`src/rtl/fifo_pkg.sv`:
```
// Shared definitions for the FIFO read-side prefetch stage: buffer sizing,
// counter types and the issue-credit helper.
package fifo_pkg;

   localparam int PREFETCH_DEPTH = 2;
   localparam int COUNT_WIDTH    = $clog2(PREFETCH_DEPTH + 1);
   localparam int FREE_WIDTH     = 3;

   typedef logic [COUNT_WIDTH-1:0] count_t;
   typedef logic [FREE_WIDTH-1:0]  free_t;

   // Buffer operation for one cycle, encoded as {push, pop}.
   typedef enum logic [1:0] {
      BUF_IDLE = 2'b00,
      BUF_POP  = 2'b01,
      BUF_PUSH = 2'b10,
      BUF_BOTH = 2'b11
   } buf_op_e;

   // Slots still available for new reads: depth minus held words minus the
   // word already on its way, plus the slot the consumer frees this cycle.
   function automatic free_t calc_free(input count_t count,
                                       input logic   inflight,
                                       input logic   pop);
      free_t depth_v;
      depth_v = free_t'(PREFETCH_DEPTH);
      return depth_v - free_t'(count) - free_t'(inflight) + free_t'(pop);
   endfunction

endpackage

```
`src/rtl/fifo_skid_buf.sv`:
```
// Two-entry head/skid output buffer. The head drives the stream output; the
// skid catches a returning word while the head is still occupied.
module fifo_skid_buf
   import fifo_pkg::*;
#(
   parameter int DATA_WIDTH = 8
) (
   input  logic                  clk,
   input  logic                  rst_n,
   input  logic                  push,
   input  logic [DATA_WIDTH-1:0] push_data,
   input  logic                  pop,
   output logic                  valid,
   output logic [DATA_WIDTH-1:0] head,
   output count_t                count
);

   typedef logic [DATA_WIDTH-1:0] word_t;

   word_t   head_r;
   word_t   skid_r;
   count_t  count_r;
   logic    valid_r;

   word_t   head_s;
   word_t   skid_s;
   count_t  count_s;
   logic    pop_s;
   buf_op_e op_s;

   // Next-state of the buffer for every push/pop combination.
   always_comb begin
      head_s  = head_r;
      skid_s  = skid_r;
      count_s = count_r;
      pop_s   = pop && valid_r;
      op_s    = buf_op_e'({push, pop_s});
      case (op_s)
         BUF_PUSH: begin
            if (count_r == count_t'(0)) begin
               head_s  = push_data;
               count_s = count_t'(1);
            end else if (count_r == count_t'(1)) begin
               skid_s  = push_data;
               count_s = count_t'(2);
            end else begin
               count_s = count_r;
            end
         end
         BUF_POP: begin
            if (count_r == count_t'(2)) begin
               head_s  = skid_r;
               count_s = count_t'(1);
            end else begin
               count_s = count_r - count_t'(1);
            end
         end
         BUF_BOTH: begin
            // Count is unchanged; the head refills from skid if it held a
            // second word, otherwise straight from the incoming data.
            if (count_r == count_t'(2)) begin
               head_s = skid_r;
               skid_s = push_data;
            end else begin
               head_s = push_data;
            end
         end
         default: begin
            count_s = count_r;
         end
      endcase
   end

   // Buffer state registers; valid is registered alongside the count.
   always_ff @(posedge clk or negedge rst_n) begin
      if (!rst_n) begin
         head_r  <= '0;
         skid_r  <= '0;
         count_r <= count_t'(0);
         valid_r <= 1'b0;
      end else begin
         head_r  <= head_s;
         skid_r  <= skid_s;
         count_r <= count_s;
         valid_r <= (count_s != count_t'(0));
      end
   end

   assign valid = valid_r;
   assign head  = head_r;
   assign count = count_r;

endmodule

```
`src/rtl/fifo_read_prefetch.sv`:
```
// Read-side prefetch stage: issues RAM reads while buffer credit remains and
// turns the 1-cycle-latency read data into a valid/ready stream.
module fifo_read_prefetch
   import fifo_pkg::*;
#(
   parameter int DATA_WIDTH = 8,
   parameter int ADDR_WIDTH = 4
) (
   input  logic                  in_clk,
   input  logic                  in_rst_n,
   input  logic                  in_empty,
   output logic                  out_ren,
   input  logic [DATA_WIDTH-1:0] in_rdata,
   output logic                  out_valid,
   output logic [DATA_WIDTH-1:0] out_data,
   input  logic                  in_ready,
   output logic [1:0]            out_count
);

   typedef logic [DATA_WIDTH-1:0] word_t;

   generate
      if (ADDR_WIDTH < 1) begin : g_bad_addr_width
         $error("fifo_read_prefetch: ADDR_WIDTH must be at least 1");
      end
   endgenerate

   logic   inflight_r;
   logic   pop_s;
   logic   ren_s;
   free_t  free_s;
   count_t count_s;
   logic   valid_s;
   word_t  head_s;

   // Issue a read only when the controller has data and a slot is guaranteed
   // for the returning word; in_ready/in_empty reach out_ren combinationally.
   always_comb begin
      pop_s  = valid_s && in_ready;
      free_s = calc_free(count_s, inflight_r, pop_s);
      if (in_rst_n && !in_empty && (free_s != free_t'(0))) begin
         ren_s = 1'b1;
      end else begin
         ren_s = 1'b0;
      end
   end

   // The in-flight flag marks that in_rdata carries a word this cycle.
   always_ff @(posedge in_clk or negedge in_rst_n) begin
      if (!in_rst_n) begin
         inflight_r <= 1'b0;
      end else begin
         inflight_r <= ren_s;
      end
   end

   fifo_skid_buf #(
      .DATA_WIDTH (DATA_WIDTH)
   ) u_skid_buf (
      .clk       (in_clk),
      .rst_n     (in_rst_n),
      .push      (inflight_r),
      .push_data (in_rdata),
      .pop       (pop_s),
      .valid     (valid_s),
      .head      (head_s),
      .count     (count_s)
   );

   assign out_ren   = ren_s;
   assign out_valid = valid_s;
   assign out_data  = head_s;
   assign out_count = 2'(count_s);

endmodule

```
`config.mk`:
```
export PLATFORM = sky130hd
export DESIGN_NAME = fifo_read_prefetch
export DESIGN_NICKNAME = d
export VERILOG_FILES = /design/src/rtl/fifo_pkg.sv /design/src/rtl/fifo_skid_buf.sv /design/src/rtl/fifo_read_prefetch.sv
export SDC_FILE = /design/constraint.sdc
export NUM_CORES = 1
export LEC_CHECK = 0
export ABC_AREA = 0
export CAP_MARGIN = 20
export CORE_ASPECT_RATIO = 1.5
export CORE_MARGIN = 5
export CORE_UTILIZATION = 43
export CTS_CLUSTER_DIAMETER = 30
export DETAILED_ROUTE_END_ITERATION = 8
export HOLD_SLACK_MARGIN = 0.12
export PLACE_DENSITY = 0.77
export SYNTH_ARGS = -nofsm -noshare
export SYNTH_HDL_FRONTEND = slang
export SYNTH_SLANG_ARGS = --single-unit
```
`constraint.sdc`:
```
create_clock -name in_clk -period 1.6 [get_ports in_clk]
set_input_delay 0.24 -clock in_clk [delete_from_list [all_inputs] [get_ports in_clk]]
set_output_delay 0.24 -clock in_clk [all_outputs]
set_load 0.01 [all_outputs]
```
**After elaboration in Yosys (flattened, before gate mapping)**

Cells that the tools add are included.

- Reductions and logical operators: 12
- Equality and inequality tests: 10
- $add $sub $neg: 4
- Multiplexer cells: 13

Operator list:

| kind | number |
|---|---|
| 2-to-1 mux 8 bit | 6 |
| case mux 8 bit (3 select lines) | 1 |
| case mux 8 bit (2 select lines) | 1 |
| != test 2 x 1 -> 1 bit, second input constant | 4 |
| equality test 2 bit, second input constant | 3 |
| 2-to-1 mux 2 bit | 3 |
| nonzero test 3 bit | 2 |
| equality test 2 x 1 -> 1 bit, second input constant | 2 |
| logical AND 1 bit | 4 |
| case mux 2 bit (2 select lines) | 1 |
| AND reduction 4 bit | 1 |
| nonzero test 2 bit | 2 |
| adder 3 x 1 -> 3 bit | 1 |
| AND reduction 3 bit | 1 |
| subtractor 2 x 2 -> 3 bit, first input constant | 1 |
| subtractor 3 x 1 -> 3 bit | 1 |
| logical NOT 2 bit | 1 |
| != test 2 bit, second input constant | 1 |
| subtractor 2 x 1 -> 2 bit, second input constant | 1 |
| logical NOT 1 bit | 1 |
| 2-to-1 mux 1 bit | 1 |

- Input bits: 12
- Register bits after elaboration: 20
- Output and inout bits: 12
- Logic and storage cells: 44

**Longest topological paths before layout**

Gate-level depths: netlist of run 1.

- Word-level depth: 6
- Gate-level depth with buffers: 7
- Gate-level depth less buffers: 6

**By module**

Synthesis of run 1 repeated with hierarchy kept, for this count alone.

- Cell total of the unflattened synthesis: 88
- Area, all modules: 1,119.8 um2

Modules (own cells, without submodules):

| module | instances | area each (um2) | cells an instance | sequential area each (um2) |
|---|---|---|---|---|
| fifo_skid_buf | 1 | 1,032.2 | 80 | 475.5 |
| fifo_read_prefetch | 1 | 87.6 | 8 | 25.0 |

**Worst setup path after synthesis of run 1**

OpenSTA, ideal clock, no wires.

- Kind: reg2out
- Start point: register u_skid_buf.valid_r, in the netlist u_skid_buf.valid
- End point: output port out_ren
- Cell stages (with the launch flop): 7
- Data arrival time: 1,614 ps
- Path buffers: 0
- Slack: -254 ps
- Required time: 1,360 ps
- Cell sequence: dfrtp_1 -> nand2_2 -> fa_1 -> ha_1 -> nand2_1 -> nor2_1 -> nor3b_1

- Word-level cells in the longest chain between the ends: 5

RTL lines:

| item | line | source |
|---|---|---|
| from (decl) | fifo_skid_buf.sv:23 | `logic valid_r;` |
| from (signal assigned) | fifo_skid_buf.sv:85 | `valid_r <= (count_s != count_t'(0));` |
| logical AND 1 bit | fifo_read_prefetch.sv:39 | `pop_s = valid_s && in_ready;` |
| adder 3 x 1 -> 3 bit | fifo_pkg.sv:27 | `return depth_v - free_t'(count) - free_t'(inflight) + free_t'(pop);` |
| nonzero test 3 bit | fifo_read_prefetch.sv:41 | `if (in_rst_n && !in_empty && (free_s != free_t'(0))) begin` |
| logical AND 1 bit | fifo_read_prefetch.sv:41 |  |
| 2-to-1 mux 1 bit | fifo_read_prefetch.sv:41 |  |
| to (decl) | fifo_read_prefetch.sv:12 | `output logic out_ren,` |

No other way between the ends.

**Final worst setup path of run 1**

Same ends and word-level chain as after synthesis.

==> out/results.txt, run 1 <==
outcome: finished, violations left
failing checks: negative setup slack
Overall Power: 3.225 mW
Synth Flop Type: dfrtp_1
Crit path max-delay family: adder cells
RSZ-0062 raised after global routing: true
Compound-Gate Fraction of Synth Area: 8.472%
CP Capture Type: primary output
Worst Setup Start Kind: flop
Cell Chain, Critical Path: nand2_4 -> fa_2 -> ha_4 -> nand2_2 -> nor2_2 -> nor3b_2 -> buf_2
max-cap violations: 0
minimum clock period: 2.034 ns
clk root buf: clkbuf_4
Crit-path slowest cell: dfrtp_1
Post-Syn Instances: 81
largest net degree at the start of global routing: 21
worst endpoint required time: 1.36 ns
detailed placement HPWL: 1546 µm
IO Port Bufs: 23
post-route ant nets: 0
die area: 3339 µm²
Max FO, Critical Path: 2
Min-Delay Path Class: in2async
most frequent cell after synthesis: dfrtp_1
CP bufs+invs: 1
Worst-Margin Slew: 0.2791 ns
htree depth: 1
Pwr per Cell Area: 2065 nW/µm²
Num CTS Buffers: 3
Post-Synth Adder-Cell Area: 7.189%
largest family of logic cells by synthesized area: multiplexers
routability cong.: 0.7913
drt pass-1 iters: 3
Initial DRC Count: 16
final net count: 140
Rows: 21
met2 Use GR: 25.16%
Seq cells post-synth: 20
clock buffer depth: 2
worst skew pair latency: 0.30 ns
number of synthesized flops with an enable pin: 0
post-synth top area cell: dfrtp_1
final-layout fill cell count: 181
WL/cell: 14.68 µm
Vias/cell: 5.076
vias in the first global route: 778
initial core utilization: 44.16%
simple logic cell fraction of the synthesized area: 8.601%
global-route wire length before repair: 3546 µm
Worst Reg2Reg Path Length in Cells: 7
clock sink count: 20
area delta synth->final: 60.21%
Crit Path Class: reg2out
top cells by count, synth: 20 x dfrtp_1, 11 x mux2i_1, 10 x nor2_1, 9 x a21oi_1, 8 x mux2_1
busiest grt layer: met2
post-place instance area: 1354 µm²
Critical Path Max Stage Delay: 0.41 ns
met1 Track Usage GR: 15.91%
Total GRT Usage: 13.31%
f_max: 491.6 MHz
count of cell types in the netlist: 21
Rel. slew slack: 81.33%
Synth Area in XOR/XNOR: 0%
Avg Inst Size Synth: 12.03 µm²
Setup Skew: 0.008917 ns
fin area: 1562 µm²
sequential area share after synthesis: 51.35%
drt total wl: 2128 µm
# IOs: 24
top-area cell type share of the netlist area: 51.35%
Worst EP arrival: 1.79 ns
initial antenna violation count: 0
CTS Hold Bufs: 0
core area: 2207 µm²
Setup-failing EPs final: 17
clock slew at reported path FFs: 0.12 ns
multiplexer area fraction after synthesis: 21.69%
DR DRC count: 0
Yosys warning count: 0
final hold violations: 0
Final Slew Violations: 0
ranking of synthesized cells by area: dfrtp_1 51%, mux2i_1 11%, mux2_1 9.2%
layout cells sized above 1: 41.80%
Die H: 68.31 µm
routed via count: 736
final worst-path cycle share: 127.1%
worst vdd ir: 1.291 mV
CTS tree: done
chip width: 48.88 µm
Post-synth ARST share: 100.0%
Remaining Overflow, GRT: 0
Netlist Area Pre-Place: 974.7 µm²
final setup margin: -0.4341 ns
# diodes: 0
GRT met3 Usage: 1.743%
Leakage: 0.6969 nW
Synth Net Count: 98
WP depth: 7
==> power breakdown <==
part | internal [mW] | switching, mW
registers | 0.762 | 0.161
clock network | 0.253 | 0.154
logic | 1.11 | 0.783
total | 2.13 | 1.10
==> logic make-up after synthesis <==
logic type      Yosys count
fa+ha+maj                 5
mux                      20
buf+inv                   5
compound gates           13
simple gates             18
flops                    20
==> sequential cells by signal, summed over array words and instances, names as in the netlist <==
name               flops
inflight_r             1
u_skid_buf.count       2
u_skid_buf.head        8
u_skid_buf.skid_r      8
u_skid_buf.valid       1
==> worst paths after layout <==
kind | startpoint | endpoint | slack [ns]
setup reg to reg | u_skid_buf.count[0] | u_skid_buf.skid_r[2] | -0.10
setup / recovery | u_skid_buf.valid | out_ren | -0.43
min in group in_clk | in_empty | inflight_r | 0.49
hold reg to reg | u_skid_buf.skid_r[5] | u_skid_buf.skid_r[5] | 0.52
hold / removal | in_rst_n | u_skid_buf.head[7] | 0.33
max in group asynchronous | in_rst_n | u_skid_buf.count[0] | 1.05
==> metrics by stage <==
stage	utilization [%]	worst slack (ns)	instances	hold slack (ns)	TNS, ns
floorplan	-	-0.09318	81	-0.05559	-0.09318
global placement	61.34	-0.8881	136	0.4728	-3.400
detailed placement	61.34	-0.9393	136	0.4853	-4.033
CTS	68.20	-0.4621	143	0.3251	-2.447
global route	70.75	-0.5720	145	0.3410	-2.738
finish	70.75	-0.4341	145	0.3288	-1.358
==> repair_timing <==
item / in CTS / in global routing
pin swaps: 4 / 8
endpoints found under the setup margin: 21 / 18
setup buffers: 3 / 3
gates resized for setup: 31 / 9
==> worst register-to-register path, stage by stage (launching register included) <==
cell and delay, ns:
dfrtp_2 0.41, buf_6 0.14, inv_6 0.05, ha_4 0.15
nand2b_4 0.13, mux2i_1 0.16, nand2_2 0.21, mux2_4 0.35
==> area by class of cell <==
type,instances,area [µm²],area share [%]
Clock buffer,3,22.52,1.442
Clock inverter,1,30.03,1.923
Inverter,3,18.77,1.202
Multi-Input combinational cell,56,578.1,37.02
Sequential cell,20,503.0,32.21
Tap cell,23,28.78,1.843
Timing Repair Buffer,39,380.4,24.36
==> cells in the final DEF (no fill, tap or decap) <==
cell             netlist  final
inv_4                  0      1
nor2_2                 1      1
nor2_1                10      9
fa_2                   0      1
o21ai_0                1      1
a21oi_1                9      8
o21ai_2                1      1
a21oi_2                0      1
dfrtp_1               20     18
dlygate4sd2_1          0      4
buf_4                  2     10
nor2_4                 0      1
bufinv_16              0      1
nand2_2                2      2
mux2i_4                0      1
inv_6                  0      1
buf_12                 0      2
buf_6                  0      4
dfrtp_2                0      2
or2_1                  1      1
ha_4                   0      4
nand2_1                2      1
nor3b_2                0      1
mux2_4                 0      9
mux2i_1               11     10
inv_2                  1      1
o211ai_1               1      1
nand2_4                0      1
buf_2                  0      1
clkbuf_4               0      3
a21oi_4                1      1
nand2b_4               0      1
clkdlybuf4s50_1        0     18
==> per-layer routing <==
metal	vias up	routed length, µm
met1	359	842
met4	0	14
met3	2	77
li1	358	-
met2	17	1193
met5	-	0
(Power assumes the default switching activity.)
==> run 2, diff against run 1 <==
--- a/config.mk
+++ b/config.mk
@@ -6,7 +6,6 @@
 export NUM_CORES = 1
 export LEC_CHECK = 0
 export ABC_AREA = 0
-export CAP_MARGIN = 20
 export CORE_ASPECT_RATIO = 1.5
 export CORE_MARGIN = 5
 export CORE_UTILIZATION = 43
==> results of run 2 <==
No change in the layout: final DEF, timing and power equal those of run 1.
==> run 3, diff against run 2 <==
--- a/config.mk
+++ b/config.mk
@@ -5,14 +5,15 @@
 export SDC_FILE = /design/constraint.sdc
 export NUM_CORES = 1
 export LEC_CHECK = 0
-export ABC_AREA = 0
+export ABC_AREA = 1
 export CORE_ASPECT_RATIO = 1.5
 export CORE_MARGIN = 5
-export CORE_UTILIZATION = 43
+export CORE_UTILIZATION = 46
 export CTS_CLUSTER_DIAMETER = 30
 export DETAILED_ROUTE_END_ITERATION = 8
+export GPL_TIMING_DRIVEN = 0
 export HOLD_SLACK_MARGIN = 0.12
-export PLACE_DENSITY = 0.77
+export PLACE_DENSITY = 0.78
 export SYNTH_ARGS = -nofsm -noshare
 export SYNTH_HDL_FRONTEND = slang
 export SYNTH_SLANG_ARGS = --single-unit
==> out/results.txt, run 3 <==
outcome: finished, violations left
failing checks: negative setup slack
Synth Flop Type: dfrtp_1
Total GRT Usage: 17.57% (+4.3 points)
final worst-path cycle share: 130.2% (+3.1 points)
final net count: 219 (+56%)
Leakage: 0.8784 nW (+26%)
top-area cell type share of the netlist area: 39.92% (-11 points)
P_int: 1.695 mW (-20%)
Vias/cell: 5.388 (+6.2%)
final-layout fill cell count: 247 (+36%)
Yosys warning count: 0 (unchanged)
drt total wl: 3217 µm (+51%)
sequential area share after synthesis: 39.92% (-11 points)
Num CTS Buffers: 3 (unchanged)
post-route ant nets: 0 (unchanged)
clock buffer depth: 2 (unchanged)
Worst EP arrival: 1.84 ns (+0.05 ns)
Finished Core Util: 62.62% (-8.1 points)
number of synthesized flops with an enable pin: 0 (unchanged)
routed via count: 1277 (+74%)
combinational share of power: 57.9% (-0.8 points)
Reg area: 501.7 µm² (-0.25%)
drt pass-1 iters: 4 (+1)
count of cell types in the netlist: 19 (-9.5%)
Worst-Margin Slew: 0.9087 ns (+0.6296 ns)
global-route wire length before repair: 5202 µm (+47%)
detailed placement HPWL: 2284 µm (+48%)
# diodes: 0 (unchanged)
clock sink count: 20 (unchanged)
Sw Pwr: 1.285 mW (+17%)
Switching Fraction: 43.13% (+9.1 points)
final hold violations: 0 (unchanged)
max-cap violations: 0 (unchanged)
Setup-failing EPs final: 2 (-15)
vias in the first global route: 1162 (+49%)
Post-Syn Instances: 167 (+110%)
core area: 2648 µm² (+20%)
post-synth top area cell: dfrtp_1
Pwr per Cell Area: 1798 nW/µm² (-13%)
CP Capture Type: primary output
initial antenna violation count: 0 (unchanged)
Setup Skew: 0.005870 ns (-0.003047 ns)
Avg Inst Size Synth: 7.507 µm² (-38%)
Crit-path slowest cell: dfrtp_1
Seq cells post-synth: 20 (unchanged)
ranking of synthesized cells by area: dfrtp_1 40%, nand2_1 26%, nand3_1 7.2%
final setup margin: -0.4832 ns (-0.04913 ns)
Rows: 23 (+9.5%)
most frequent cells in the layout: 86 x nand2_1, 19 x dfrtp_1, 18 x nand3_1, 18 x clkdlybuf4s50_1, 10 x buf_4
Initial DRC Count: 89 (+73)
Final Slew Violations: 0 (unchanged)
Min-Delay Path Class: in2async
CTS tree: done
f_max: 480.0 MHz (-2.4%)
top cells by count, synth: 87 x nand2_1, 20 x dfrtp_1, 18 x nand3_1, 8 x nand4_1, 6 x nor2_1
htree depth: 1 (unchanged)
WL/cell: 13.57 µm (-7.5%)
Critical Path Max Stage Delay: 0.37 ns (-0.04 ns)
DR DRC count: 0 (unchanged)
layout cells sized above 1: 18.00% (-24 points)
Post-synth ARST share: 100.0% (unchanged)
Remaining Overflow, GRT: 0 (unchanged)
area delta synth->final: 32.24%
IO Port Bufs: 22 (-4.3%)
largest net degree at the start of global routing: 22 (+4.8%)
Synth Net Count: 184 (+88%)
Netlist Area Pre-Place: 1254 µm² (+29%)
worst skew pair latency: 0.26 ns (-0.04 ns)
RSZ-0062 raised after global routing: true
Cell Chain, Critical Path: buf_6 -> nand2_8 -> fa_2 -> ha_4 -> nand2_2 -> nor2_2 -> nor3b_2 -> buf_2
Rel. slew slack: 39.32% (-42 points)
worst vdd ir: 0.9983 mV (-23%)
most frequent cell after synthesis: nand2_1
multi-input logic area: 713.2 µm² (+23%)
Die H: 73.94 µm (+8.2%)
Worst Setup Start Kind: flop
clk root buf: clkbuf_8
chip width: 52.63 µm (+7.7%)
clock slew at reported path FFs: 0.07 ns (-0.05 ns)
pre-CTS setup slack: -0.8946 ns (+0.04472 ns)
# IOs: 24 (unchanged)
routability cong.: 0.7738 (-2.2%)
Crit Path Class: reg2out
clock share of power: 11.2% (-1.4 points)
minimum clock period: 2.083 ns (+0.04913 ns)
Max FO, Critical Path: 3 (+1)
initial core utilization: 47.35% (+3.2 points)
worst endpoint required time: 1.36 ns (about the same)
sequential power share: 30.9% (+2.3 points)
commonest non-fill, non-tap cell in the layout: nand2_1
die area: 3891 µm² (+17%)
-- run 3: cell count changes after synthesis, moves of 8 or more --
| cell | change |
|---|---|
| a21oi_1 | -9 |
| mux2_1 | -8 |
| nand2_1 | +85 |
| nand4_1 | +8 |
| mux2i_1 | -11 |
| nand3_1 | +18 |
-- run 3: through the flow --
stage | power [mW] | hold slack, ns | cells | TNS [ns] | area, µm²
2_1_floorplan | 1.913 | -0.05559 | 167 | -0.4710 | 1282
3_3_place_gp | 2.382 | 0.4611 | 226 | -1.044 | 1549
3_5_place_dp | 2.452 | 0.4648 | 226 | -1.346 | 1549
4_1_cts | 2.903 | 0.3965 | 234 | -0.7267 | 1635
5_1_grt | 3.225 | 0.1955 | 237 | -0.9557 | 1658
6_report | 2.980 | 0.09812 | 237 | -0.4884 | 1658
-- run 3: final timing paths --
| check | slack (ns) | cells after the start | end | startpoint |
|---|---|---|---|---|
| max | -0.48 | 8 | out_ren | u_skid_buf.valid |
| min | 0.1 | 1 | u_skid_buf.skid_r[0] | in_rst_n |
| max reg2reg | -0.01 | 8 | inflight_r | u_skid_buf.valid |
| min reg2reg | 0.48 | 2 | u_skid_buf.head[7] | u_skid_buf.head[7] |
| max in group asynchronous | 0.89 | 1 | u_skid_buf.count[0] | in_rst_n |
| min in group in_clk | 0.39 | 5 | u_skid_buf.head[7] | in_ready |
-- run 3: kinds of logic after synthesis --
group	share of synthesized area, %
AOI/OAI and AO/OA	1.098
adders and majority gates	5.589
buffers and inverters	6.987
DFF	39.92
and+or+nand+nor	46.41
-- run 3: worst max-delay path: cells and delay by family (launching register included) --
kind / cells / cell delay (ns)
adders and majority gates: 2 / 0.59
DFF: 1 / 0.37
and+or+nand+nor: 4 / 0.33
buffers and inverters: 2 / 0.29
-- run 3: cell type report --
cell class	instances	area share, %
multi-input combinational	135	43.02
sequential	20	30.26
timing repair buffer	30	16.45
tap	37	2.792
buffer	4	2.717
clock buffer	3	2.491
inverter	8	2.264
-- run 3: power groups by stage --
stage	clock [mW]	combinational, mW	sequential (mW)
final	0.334	1.73	0.920
after global routing	0.357	1.91	0.953
after CTS	0.336	1.65	0.920
after detailed placement	0	1.52	0.927
after global placement	0	1.47	0.914
after floorplan	0	0.959	0.954
-- run 3: metal layers --
metal / wire, µm / GRT usage, % / share of wire [%]
met1: 1279 / 19.16 / 40
met2: 1618 / 33.43 / 50
met3: 231 / 2.204 / 7.2
met4: 88 / 6.818 / 2.7
met5: 0 / 0 / 0
-- run 3: what timing repair did --
action                                  in CTS  in global routing
pin swaps                                    2                  5
hold buffers                                 0                  0
cloned                                       0                  1
endpoints found under the setup margin      12                 19
setup buffers                                5                  4
gates resized for setup                      9                  6
